[src/rtl/msg_expand_if.sv]
// Handshake bundle between the SM3 message expander and its block source / round consumer.
interface msg_expand_if;
    logic         load;
    logic [511:0] din;
    logic         load_ready;
    logic         w_valid;
    logic         w_ready;
    logic [31:0]  wj;
    logic [31:0]  wpj;
    logic [5:0]   jidx;
    logic         done;

    modport slave (
        input  load, din, w_ready,
        output load_ready, w_valid, wj, wpj, jidx, done
    );

    modport master (
        output load, din, w_ready,
        input  load_ready, w_valid, wj, wpj, jidx, done
    );
endinterface

[src/rtl/msg_expand.sv]
// SM3 message expansion: streams (W_j, W_j ^ W_{j+4}) for j=0..63 from a 16-word sliding window.
module modulep1 (
    input  logic [31:0] x,
    output logic [31:0] y
);
    assign y = x ^ {x[16:0], x[31:17]} ^ {x[8:0], x[31:9]};
endmodule

module msg_expand (
    input  logic         clk,
    input  logic         rst,
    msg_expand_if.slave  bus
);
    typedef enum logic {IDLE, RUN} state_t;

    state_t      state;
    state_t      state_next;
    logic [31:0] win [16];
    logic [5:0]  j;
    logic        done_q;

    logic        accept;
    logic        xfer;
    logic        last;
    logic [31:0] p1_in;
    logic [31:0] p1_out;
    logic [31:0] w_new;

    assign accept = (state == IDLE) && bus.load;
    assign xfer   = (state == RUN) && bus.w_ready;
    assign last   = xfer && (j == 6'd63);

    // win[0]=W_{j}, so W_{j+16} draws on W_j, W_{j+7}, W_{j+13}, W_{j+3}, W_{j+10}
    assign p1_in = win[0] ^ win[7] ^ {win[13][16:0], win[13][31:17]};
    assign w_new = p1_out ^ {win[3][24:0], win[3][31:25]} ^ win[10];

    modulep1 u_p1 (
        .x (p1_in),
        .y (p1_out)
    );

    always_ff @(posedge clk or posedge rst) begin
        if (rst) begin
            state <= IDLE;
        end else begin
            state <= state_next;
        end
    end

    always_comb begin
        state_next = state;
        if (state == IDLE) begin
            if (bus.load) begin
                state_next = RUN;
            end
        end else begin
            if (last) begin
                state_next = IDLE;
            end
        end
    end

    always_ff @(posedge clk or posedge rst) begin
        if (rst) begin
            for (int unsigned k = 0; k < 16; k++) begin
                win[k] <= '0;
            end
            j      <= '0;
            done_q <= 1'b0;
        end else begin
            done_q <= last;
            if (accept) begin
                for (int unsigned k = 0; k < 16; k++) begin
                    win[k] <= bus.din[511 - 32*k -: 32];
                end
                j <= '0;
            end else if (xfer) begin
                for (int unsigned k = 0; k < 15; k++) begin
                    win[k] <= win[k+1];
                end
                win[15] <= w_new;
                j       <= j + 6'd1;
            end
        end
    end

    assign bus.wj         = win[0];
    assign bus.wpj        = win[0] ^ win[4];
    assign bus.jidx       = j;
    assign bus.w_valid    = (state == RUN);
    assign bus.load_ready = (state == IDLE);
    assign bus.done       = done_q;
endmodule

[src/flat_wrapper.sv]
// flat-port wrapper written by rule: the top's interface ports become plain ports
module msg_expand_flat 
  (clk, rst, bus_load, bus_din, bus_w_ready, bus_load_ready, bus_w_valid, bus_wj, bus_wpj, bus_jidx, bus_done);
  msg_expand_if bus_i ();
  input  logic clk;
  input  logic rst;
  input wire logic [$bits(bus_i.load)-1:0] bus_load;
  input wire logic [$bits(bus_i.din)-1:0] bus_din;
  input wire logic [$bits(bus_i.w_ready)-1:0] bus_w_ready;
  output wire logic [$bits(bus_i.load_ready)-1:0] bus_load_ready;
  output wire logic [$bits(bus_i.w_valid)-1:0] bus_w_valid;
  output wire logic [$bits(bus_i.wj)-1:0] bus_wj;
  output wire logic [$bits(bus_i.wpj)-1:0] bus_wpj;
  output wire logic [$bits(bus_i.jidx)-1:0] bus_jidx;
  output wire logic [$bits(bus_i.done)-1:0] bus_done;
  assign bus_i.load = bus_load;
  assign bus_i.din = bus_din;
  assign bus_i.w_ready = bus_w_ready;
  assign bus_load_ready = bus_i.load_ready;
  assign bus_w_valid = bus_i.w_valid;
  assign bus_wj = bus_i.wj;
  assign bus_wpj = bus_i.wpj;
  assign bus_jidx = bus_i.jidx;
  assign bus_done = bus_i.done;
  msg_expand u_core (.clk(clk), .rst(rst), .bus(bus_i));
endmodule
[config.mk]
export PLATFORM = sky130hd
export DESIGN_NAME = msg_expand_flat
export DESIGN_NICKNAME = d
export VERILOG_FILES = /design/src/rtl/msg_expand_if.sv /design/src/rtl/msg_expand.sv /design/src/flat_wrapper.sv
export SDC_FILE = /design/constraint.sdc
export NUM_CORES = 1
export LEC_CHECK = 0
export BUFFER_PORTS_ARGS = -buffer_cell sky130_fd_sc_hd__buf_2
export CAP_MARGIN = 10
export CELL_PAD_IN_SITES_DETAIL_PLACEMENT = 1
export CELL_PAD_IN_SITES_GLOBAL_PLACEMENT = 2
export CORE_MARGIN = 5
export CORE_UTILIZATION = 29
export CTS_BUF_LIST = sky130_fd_sc_hd__clkbuf_8 sky130_fd_sc_hd__clkbuf_16
export CTS_CLUSTER_DIAMETER = 150
export DETAILED_ROUTE_END_ITERATION = 8
export PLACE_DENSITY = 0.79
export SETUP_SLACK_MARGIN = 0.2
export SYNTH_ARGS = -nofsm -noshare
export SYNTH_HDL_FRONTEND = slang
export SYNTH_SLANG_ARGS = --single-unit
[constraint.sdc]
create_clock -name clk -period 16.6 [get_ports clk]
set_clock_uncertainty 0.15 [all_clocks]
set_input_delay 1.66 -clock clk [delete_from_list [all_inputs] [get_ports clk]]
set_output_delay 1.66 -clock clk [all_outputs]
set_load 0.005 [all_outputs]
==> impl_results.md, run 1 <==
- Final Hold Viols: 0
- Critical-path cell list: buf_2 -> and2_4 -> buf_4 -> buf_4 -> buf_4 -> nand2_1 -> a31oi_1
- TritonCTS buffer count: 66
- Vias in the first global route: around 24000
- Power Total: 4830 uW
- Synth Register Bits: 520
- Design area: 31000 um^2
- Top cells by area, synth: dfrtp_1, nand2_1, a31oi_1, nor2_1, buf_2
- DR pass1 iterations: 5
- Multiplexer share of the synthesized area: 0.000394
- Hold-critical path depth: 1
- Final setup viols: 0
- Setup ws final: around 12000 ps
- Critical path peak fanout: 83
- CTS Root Buffer Type: clkbuf_16
- Share of the yosys chip area belonging to registers: 0.512
- Global-route wire length before repair: between 150000 and 200000 um
- Vias per cell: between 5 and 6
- Initial antenna violation count: slightly above 40
- Core area: 86900 um^2
- Synthesized cell area: between 20000 and 30000 um^2
- Placed cell area: 28800 um^2
- Top-area cell type share of the netlist area: 0.512
- Mean Syn Cell Area: between 8 and 9 um^2
- Clk pin slew, worst setup/hold paths: approximately 50 ps
- Global Route Usage Sum: 0.255
- Final wirelength: 126000 um
- Largest family of logic cells by synthesized area: simple AND/OR/NAND/NOR gates
- Multi-input gate area: between 10000 and 15000 um^2
- Initial cell density of the core: 0.293
- Max-cap violations: 0
- Max H-tree Level: 3
- Register-to-register path setup slack: about 12000 ps
- Maximum number of pins on one net before global-route repair: between 200 and 250
- Register area: 13000 um^2
- IO buf count: 588
- Adder-Cell Fraction of Synth Area: 0.000492
- Clock sinks: between 500 and 600
- Layout cells sized above 1: 0.212
- Critical path class: in2reg
- Slowest stage delay, CP: about 800 ps
- Synth Area in Compound Gates: 0.132
- Post-Syn Nets: 3510
- RSZ-0062 raised after global routing: no
- Tmin final: a little under 5000 ps
- Post-CTS sizing: 0
- Startpoint types: input port
- Ys Warns: 0
- CTS Hold Buffers Added: 0
- Reg2reg path depth: 6
- Lkg Pwr: around 0.015 uW
- Row count: roughly 110
- CP most frequent cell: buf_4
- DP Wirelength: about 95000 um
- Tightest Pin Transition: about 1100 ps
- Slowest-stage cell, CP: buf_4
- Postcts setup bufs: 0
- Worst skew pair latency: 610 ps
- Placer's final routability congestion estimate: 0.890
- Max-slew violations: 0
- Tcrit/Tclk final: 0.292
- Cells after Synth: about 3000
- Layout area overhead: 22.1%
- # DRC: 0
- Routed wire per std cell: between 20 and 30 um
- Layout fillers: 10400
- Drt first-iter violations: about 2400
- Status: complete, no violations
- Grt ovf: 0
- Distinct cells, synth: 30
- Die width: approximately 300 um
- FMAX: 206 MHz
- Worst min path class: reg2reg
- WP data required: 16970 ps
- Die ar.: about 94000 um^2
- Final antenna-violating net count: 0
- Final net count: ~3900
- Cell taking the most area after synthesis: dfrtp_1
- Post-route setup TNS: 0 ps
- Power Density: between 150 and 200 nW/um^2
- Pre-CTS setup slack: about 11000 ps
- Synth Area in Simple Gates: 0.220
- I/O pin total: slightly below 600
- Worst IR drop on VDD: slightly below 0.08 mV
- Synth Area in XOR/XNOR: 0.0849
- CTS tree: done
- Slew headroom: 0.288
- DR vias: approximately 24000
- Max clock buf depth: 3
- CP Data Arrival Time: 5220 ps
- Setup crit end kind: flop
- Die height: around 300 um
## kinds of logic after synthesis
logic type | count (synthesis)
muxes | 1
and+or+nand+nor | 1478
xor gates and xnor gates | 194
DFF | 520
adders and majority gates | 1
AOI/OAI and AO/OA | 541
buffers and inverters | 258
## cell usage after synthesis (all sizes together)
master    n
o21ai     4
dfrtp   520
and4      1
nor2    485
xor2     77
o31ai     1
nand3     1
clkbuf   66
o22ai    22
nand2   979
a21oi    29
a31oi   480
nand2b    1
inv       2
o211ai    1
nand4     1
a22oi     3
xnor3    32
nor2b     1
xnor2    85
and3      8
buf     190
ha        1
mux2i     1
a22o      1
and2      1
## critical path, delay by kind of cell
kind / cells / cell delay (ps)
AND/OR/NAND/NOR: 2 / 810
buffers and inverters: 4 / 2370
AO/OA/AOI/OAI: 1 / 210
## worst paths after layout
check,startpoint,endpoint
max in group asynchronous,rst,u_core.win[425]
min,u_core.bus.jidx[5],u_core.bus.jidx[5]
min in group asynchronous,rst,u_core.win[56]
max,bus_w_ready,u_core.win[216]
max reg2reg,u_core.bus.w_valid,u_core.win[216]
min reg2reg,u_core.bus.jidx[5],u_core.bus.jidx[5]
## metrics by stage
stage / cells / hold slack (ps) / util
after CTS: 4621 / 361 / 0.357
after global placement: 4509 / 338 / 0.331
after floorplan: 2993 / 328 / -
after global routing: 4632 / 389 / 0.357
final: 4644 / 362 / 0.357
after detailed placement: 4509 / 346 / 0.331
## cell type report
type,count,area share
Sequential cell,520,0.419
Multi-Input combinational cell,2215,0.359
Timing Repair Buffer,617,0.102
Clock buffer,85,0.0627
Tap cell,1155,0.0466
Clock inverter,27,0.00834
Antenna cell,23,0.00185
Inverter,2,0.000484
## cell usage in the layout (no fill, tap or decap), drive strengths merged
cell type,n
inv,17
nand2b,1
o211ai,1
clkbuf,85
nand2,979
xor2,77
a31oi,480
ha,1
nor2b,1
xnor2,85
clkinv,7
a22oi,3
buf,617
nand4,1
mux2i,1
o22ai,22
and3,8
and4,1
nand3,1
bufinv,5
a21oi,29
a22o,1
dfrtp,520
o21ai,4
xnor3,32
o31ai,1
and2,1
nor2,485
diode,23
## sequential cells by signal, summed over array words and instances, names as in the netlist
register,count
u_core.win,480
u_core.bus.jidx,6
u_core.bus.wj,32
u_core.bus.w_valid,1
u_core.bus.done,1
## power by group
| group | internal, uW | switching [uW] | leakage [uW] |
|---|---|---|---|
| Sequential | 1570 | 398 | 0.00660 |
| Combinational | 602 | 770 | 0.00719 |
| Clock | 898 | 587 | 0.00114 |
## routing by layer
metal / GRT usage / share of wire / vias up
met3: 0.0494 / 0.065 / 193
li1: - / - / 10800
met5: 0 / 0.00040 / -
met4: 0.0911 / 0.039 / 10
met1: 0.347 / 0.43 / 12100
met2: 0.410 / 0.47 / 835
Power figures use the tool's default switching activity.
==> inputs of run 2 (changes only) <==
CORE_UTILIZATION = 32   (was 29)
PLACE_DENSITY = 0.83   (was 0.79)
clock period = 5 ns   (was 16.6 ns; I/O delays follow)
==> impl_results.md, run 2 (same netlist as run 1, synthesis figures left out) <==
- Status: complete, no violations
- Worst skew pair latency: 640 ps (+30 ps)
- Max-cap violations: 0 (unchanged)
- Worst IR drop on VDD: 0.266 mV (+240%)
- Max H-tree Level: 2 (-1)
- Critical path class: reg2reg
- Final wirelength: 129000 um (+3.0%)
- Clk pin slew, worst setup/hold paths: 60 ps (about the same)
- Max-slew violations: 0 (unchanged)
- Setup crit end kind: flop
- Hold Path Origin: bus_din[395]
- Final cell count without fillers: 4913 (+5.8%)
- Tcrit/Tclk final: 0.554
- IO buf count: 588 (unchanged)
- Final setup viols: 0 (unchanged)
- Slowest-stage cell, CP: buf_4
- Reg2reg path depth: 4 (-2)
- CTS Hold Buffers Added: 372 (+372)
- Layout cells sized above 1: 0.191 (-0.0214)
- Critical path peak fanout: 102 (+23%)
- DP Wirelength: 93000 um (-2.2%)
- Final Hold Viols: 0 (unchanged)
- CP Data Arrival Time: 3150 ps (-2070 ps)
- Vias per cell: 5.25 (+1.9%)
- Register-to-register path setup slack: 2230 ps (-10160 ps)
- Max clock buf depth: 3 (unchanged)
- Die width: 292 um (-4.6%)
- Largest register FFs: 480 (unchanged)
- Setup ws final: 2230 ps (-9520 ps)
- Tmin final: 2770 ps
- Maximum number of pins on one net before global-route repair: 186 (-17%)
- Routed wire per std cell: 26.3 um (-2.7%)
- Drt first-iter violations: 2406 (-0.82%)
- Row count: 103 (-4.6%)
- Worst path bufs/invs: 1 (-3)
- Placed cell area: 28900 um^2 (+0.26%)
- Most common cell after layout, fill and taps aside: nand2_1
- Design area: 34600 um^2 (+11%)
- Initial antenna violation count: 25 (-39%)
- Vias in the first global route: 26700 (+11%)
- WHS: 15.4 ps (-347 ps)
- Layout area overhead: 36.1%
- Post-CTS sizing: 0 (unchanged)
- Most frequent cells in the layout: nand2_1, buf_2, dfrtp_1
- Core area: 78900 um^2 (-9.2%)
- Worst min path class: in2reg
- Layout fillers: 9413 (-9.2%)
- Post-route setup TNS: 0 ps (unchanged)
- TritonCTS buffer count: 59 (-11%)
- Power Density: 457 nW/um^2 (+190%)
- Die ar.: 85200 um^2 (-9.1%)
- CP delay by family, top: buffers and inverters
- Grt ovf: 0 (unchanged)
- Initial cell density of the core: 0.322 (+0.0297)
- Final antenna-violating net count: 0 (unchanged)
- Clock sinks: 520 (unchanged)
- Lkg Pwr: 0.0165 uW (+10%)
- I/O pin total: 589 (unchanged)
- Pre-CTS setup slack: 2140 ps (-9050 ps)
- Critical-path cell list: nand2b_4 -> buf_4 -> nor2_1 -> a31oi_1
- # DRC: 0 (unchanged)
- Global-route wire length before repair: 183000 um (+5.2%)
- CTS tree: done
- Hold-critical path depth: 3 (+2)
- R2r endpoint: u_core.win[430]
- Die height: 292 um (-4.6%)
- FMAX: 361 MHz
- Slew headroom: 0.211 (-0.0772)
- WP data required: 5380 ps (-11590 ps)
- RR Startpoint: u_core.bus.w_valid
- CTS Root Buffer Type: clkbuf_16
- RSZ-0062 raised after global routing: no
- DR vias: 25800 (+7.8%)
- Placer's final routability congestion estimate: 0.882 (-0.90%)
- DR pass1 iterations: 7 (+2)
- Tightest Pin Transition: 1180 ps (+113 ps)
- Largest Register: u_core.win
- Startpoint types: flop
- Slowest stage delay, CP: 880 ps (+80 ps)
- Cells after DPL: 4407 (-2.3%)
- Final net count: 4308 (+9.4%)
- Global Route Usage Sum: 0.290 (+0.0344)
- Postcts setup bufs: 0 (unchanged)
- Hold Path Sink: u_core.win[395]
[run 2: cell count changes in the layout (fill, tap and decap cells not counted)]
cell,change
diode_2,+1
clkinv_4,-1
clkinv_2,+6
clkinv_8,+1
inv_8,-1
inv_1,+3
bufinv_16,-3
dlygate4sd3_1,+373
clkbuf_16,-9
clkinvlp_4,+2
buf_4,-12
inv_6,-1
buf_12,+15
[run 2: layout make-up]
type | instances | area, um^2 | area share
sequential | 520 | 13000 | 0.376
multi-input combinational | 2215 | 11100 | 0.322
timing repair buffer | 993 | 7120 | 0.206
clock buffer | 76 | 1720 | 0.0498
tap | 1050 | 1310 | 0.0380
clock inverter | 33 | 216 | 0.00626
antenna | 24 | 60.1 | 0.00174
inverter | 2 | 11.3 | 0.000326
[run 2: worst max path at each step]
stage                       start              end  slack (ps)  cells after the start
2_1_floorplan                 rst  u_core.bus.done       -2710                      1
3_3_place_gp          bus_w_ready   u_core.win[12]        2190                      5
3_5_place_dp          bus_w_ready   u_core.win[19]        2140                      5
4_1_cts        u_core.bus.w_valid   u_core.win[11]        2210                      4
5_1_grt        u_core.bus.w_valid   u_core.win[11]        2040                      4
6_report       u_core.bus.w_valid  u_core.win[430]        2230                      4
[run 2: worst register-to-register path: stages, from the launching register on]
cell and delay, ps:
dfrtp_1 490, nand2b_4 640, buf_4 930, nor2_1 190, a31oi_1 260
[run 2: through the flow]
stage / total power [uW] / util
2_1_floorplan: 8830 / -
3_3_place_gp: 10900 / 0.366
3_5_place_dp: 11000 / 0.366
4_1_cts: 15800 / 0.438
5_1_grt: 16400 / 0.438
6_report: 15800 / 0.439
[run 2: power by group]
group / internal (uW) / switching (uW)
Clock: 2510 / 1910
Combinational: 2200 / 2660
Sequential: 5210 / 1300
Total: 9920 / 5870
[run 2: metal layers]
metal | share of wire | GRT usage
met1 | 0.42 | 0.392
met2 | 0.47 | 0.463
met3 | 0.060 | 0.0481
met4 | 0.051 | 0.125
met5 | 0.00010 | 0
==> inputs of run 3 (changes only) <==
ABC_AREA = 1   (was not set)
CORE_UTILIZATION = 31   (was 32)
clock period = 2.7 ns   (was 5 ns; I/O delays follow)
==> impl_results.md, run 3 <==
- Layout cells sized above 1: 0.171 (-0.0196)
- Worst min path class: in2reg
- Top cells by area, synth: dfrtp_1, o21ai_0, nand2_1, inv_1, nand3_1
- Power Density: 1040 nW/um^2 (+130%)
- Internal power: 21800 uW (+120%)
- Tmin final: 2360 ps (-409 ps)
- Ys Warns: 0 (unchanged)
- CTS Root Buffer Type: clkbuf_16
- Final setup viols: 0 (unchanged)
- Setup ws final: 340 ps (-1890 ps)
- Pre-CTS setup slack: 277 ps (-1870 ps)
- Worst skew pair latency: 660 ps (+20 ps)
- Final wirelength: 158000 um (+22%)
- Global-route wire length before repair: 225000 um (+23%)
- Global Route Usage Sum: 0.323 (+0.0331)
- Critical path class: reg2reg
- Switch Pwr: 18600 uW (+220%)
- Synth Register Bits: 520 (unchanged)
- CTS tree: done
- Max H-tree Level: 2 (unchanged)
- WP data required: 3020 ps (-2360 ps)
- Drt first-iter violations: 2813 (+17%)
- Status: complete, no violations
- Max-cap violations: 0 (unchanged)
- Tcrit/Tclk final: 0.874 (+0.320)
- Slew headroom: 0.371 (+0.160)
- Vias in the first global route: 32900 (+23%)
- Max-slew violations: 0 (unchanged)
- Most common cell after layout, fill and taps aside: o21ai_0
- Lkg Pwr: 0.0189 uW (+15%)
- IO buf count: 588 (unchanged)
- RSZ-0062 raised after global routing: no
- Maximum number of pins on one net before global-route repair: 119 (-36%)
- Seq pwr share: 0.317 (-0.095)
- Asr flop ratio synth: 1.00 (unchanged)
- Sw frac: 0.461 (+0.0890)
- Main synth FF type: dfrtp_1
- Worst IR drop on VDD: 0.491 mV (+85%)
- Clk pwr share: 0.228 (-0.052)
- Post-route setup TNS: 0 ps (unchanged)
- Tightest Pin Transition: 933 ps (-248 ps)
- WL met3: 9850 um (+26%)
- Cells after DPL: 5220 (+18%)
- Distinct cells, synth: 24 (-20%)
- Layout area overhead: 43.2%
- DR pass1 iterations: 5 (-2)
- Post-synth EDFFs: 0 (unchanged)
- Cell taking the most area after synthesis: dfrtp_1
- DP Wirelength: 113000 um (+21%)
- Final net count: 5149 (+20%)
- Largest register FFs: 480 (unchanged)
- Max clock buf depth: 3 (unchanged)
- Initial antenna violation count: 23 (-8.0%)
- Cells after Synth: 3630 (+21%)
- Top-area cell type share of the netlist area: 0.480 (-0.0316)
- Largest Register: u_core.win
- FMAX: 424 MHz (+17%)
- Most common cell in the netlist: o21ai_0
- Synthesized cell area: 27100 um^2 (+6.6%)
- Mean Syn Cell Area: 7.46 um^2 (-12%)
- I/O pin total: 589 (unchanged)
- Die height: 306 um (+4.7%)
- Initial cell density of the core: 0.312 (-0.0100)
- Final Hold Viols: 0 (unchanged)
- Startpoint types: flop
- Clk pin slew, worst setup/hold paths: 60 ps (about the same)
- Comb power frac: 0.455 (+0.147)
- Die width: 306 um (+4.7%)
- Share of the yosys chip area belonging to registers: 0.480 (-0.0316)
- Grt ovf: 0 (unchanged)
- Final antenna-violating net count: 0 (unchanged)
- Critical path peak fanout: 40 (-61%)
- WL met2: 73400 um (+22%)
- DR top layer: met5
- Row count: 108 (+4.9%)
- Routed wire per std cell: 26.9 um (+2.2%)
- Post-Syn Nets: 4147 (+18%)
- CP Data Arrival Time: 2680 ps (-470 ps)
- Placer's final routability congestion estimate: 0.951 (+7.9%)
- M1 WL: 62900 um (+15%)
- TritonCTS buffer count: 61 (+3.4%)
- Die ar.: 93400 um^2 (+9.7%)
- Setup crit end kind: flop
- Clock sinks: 520 (unchanged)
- Core area: 86800 um^2 (+10%)
- Final core utilization: 0.447 (+0.00873)
- Most frequent cells in the layout: o21ai_0, nand2_1, buf_2
- Final cell count without fillers: 5856 (+19%)
- Vias per cell: 5.36 (+2.3%)
- DR vias: 31400 (+22%)
- # DRC: 0 (unchanged)
- Post-synth top cells: o21ai_0, nand2_1, inv_1
run 3: power groups by stage:
stage	clock network, uW	registers [uW]	logic, uW
final	9210	12800	18400
after global routing	9630	13000	19800
after CTS	9290	12700	17800
after detailed placement	0	12800	17100
after global placement	0	12700	16700
after floorplan	0	12000	9600
run 3: stage by stage:
stage / cell area [um^2] / hold slack (ps) / power [uW]
2_1_floorplan: 27100 / 259 / 21600
3_3_place_gp: 31500 / 164 / 29400
3_5_place_dp: 31500 / 158 / 29900
4_1_cts: 38700 / 6.29 / 39800
5_1_grt: 38800 / 6.44 / 42400
6_report: 38800 / 52.2 / 40400
run 3: cell type report:
| class | count | area, um^2 |
|---|---|---|
| inverters | 533 | 2010 |
| flip-flops and latches | 520 | 13000 |
| repair buffers | 1196 | 9130 |
| multi-input cells | 2320 | 11000 |
| clock inverters | 33 | 458 |
| diodes | 24 | 60.1 |
| well taps | 1155 | 1450 |
| fillers | 10600 | 48000 |
| clock buffers | 75 | 1720 |
run 3: path summary, 6_finish.rpt:
kind | start | to | slack [ps] | cells past startpoint
hold / removal | bus_din[72] | u_core.win[72] | 50 | 3
setup / recovery | u_core.bus.w_valid | u_core.win[276] | 340 | 7
setup reg to reg | u_core.bus.w_valid | u_core.win[276] | 340 | 7
max in group asynchronous | rst | u_core.win[436] | 1340 | 5
min in group asynchronous | rst | u_core.bus.wj[4] | 60 | 3
hold reg to reg | u_core.win[5] | u_core.win[5] | 330 | 2
run 3: routing by layer:
metal | vias to the layer above | global-route usage
met5 | - | 0
met4 | 4 | 0.190
met3 | 442 | 0.0505
met2 | 1444 | 0.528
met1 | 15700 | 0.406
li1 | 13900 | -
run 3: cell families (layout without fill, tap and decap cells):
kind of cell,count (synthesis),in the layout,share of synthesized area
adders and majority gates,1,1,0.000462
AOI/OAI and AO/OA,1415,1415,0.263
and+or+nand+nor,870,870,0.129
DFF,520,520,0.480
other,0,24,0
buffers and inverters,790,1837,0.116
xor gates and xnor gates,34,34,0.0110
run 3: what timing repair did:
action                                 CTS  global route
setup buffers                            0             0
setup endpoints to repair                0             5
hold buffers                           503             1
resized for setup                        0             4
endpoints found under the hold margin  623             1
run 3: critical path: stages, from the launching register on:
cell	delay, ps
dfrtp_2	460
inv_2	120
nand2_8	170
buf_12	220
buf_12	170
buf_4	180
o21ai_0	400
o21ai_0	280
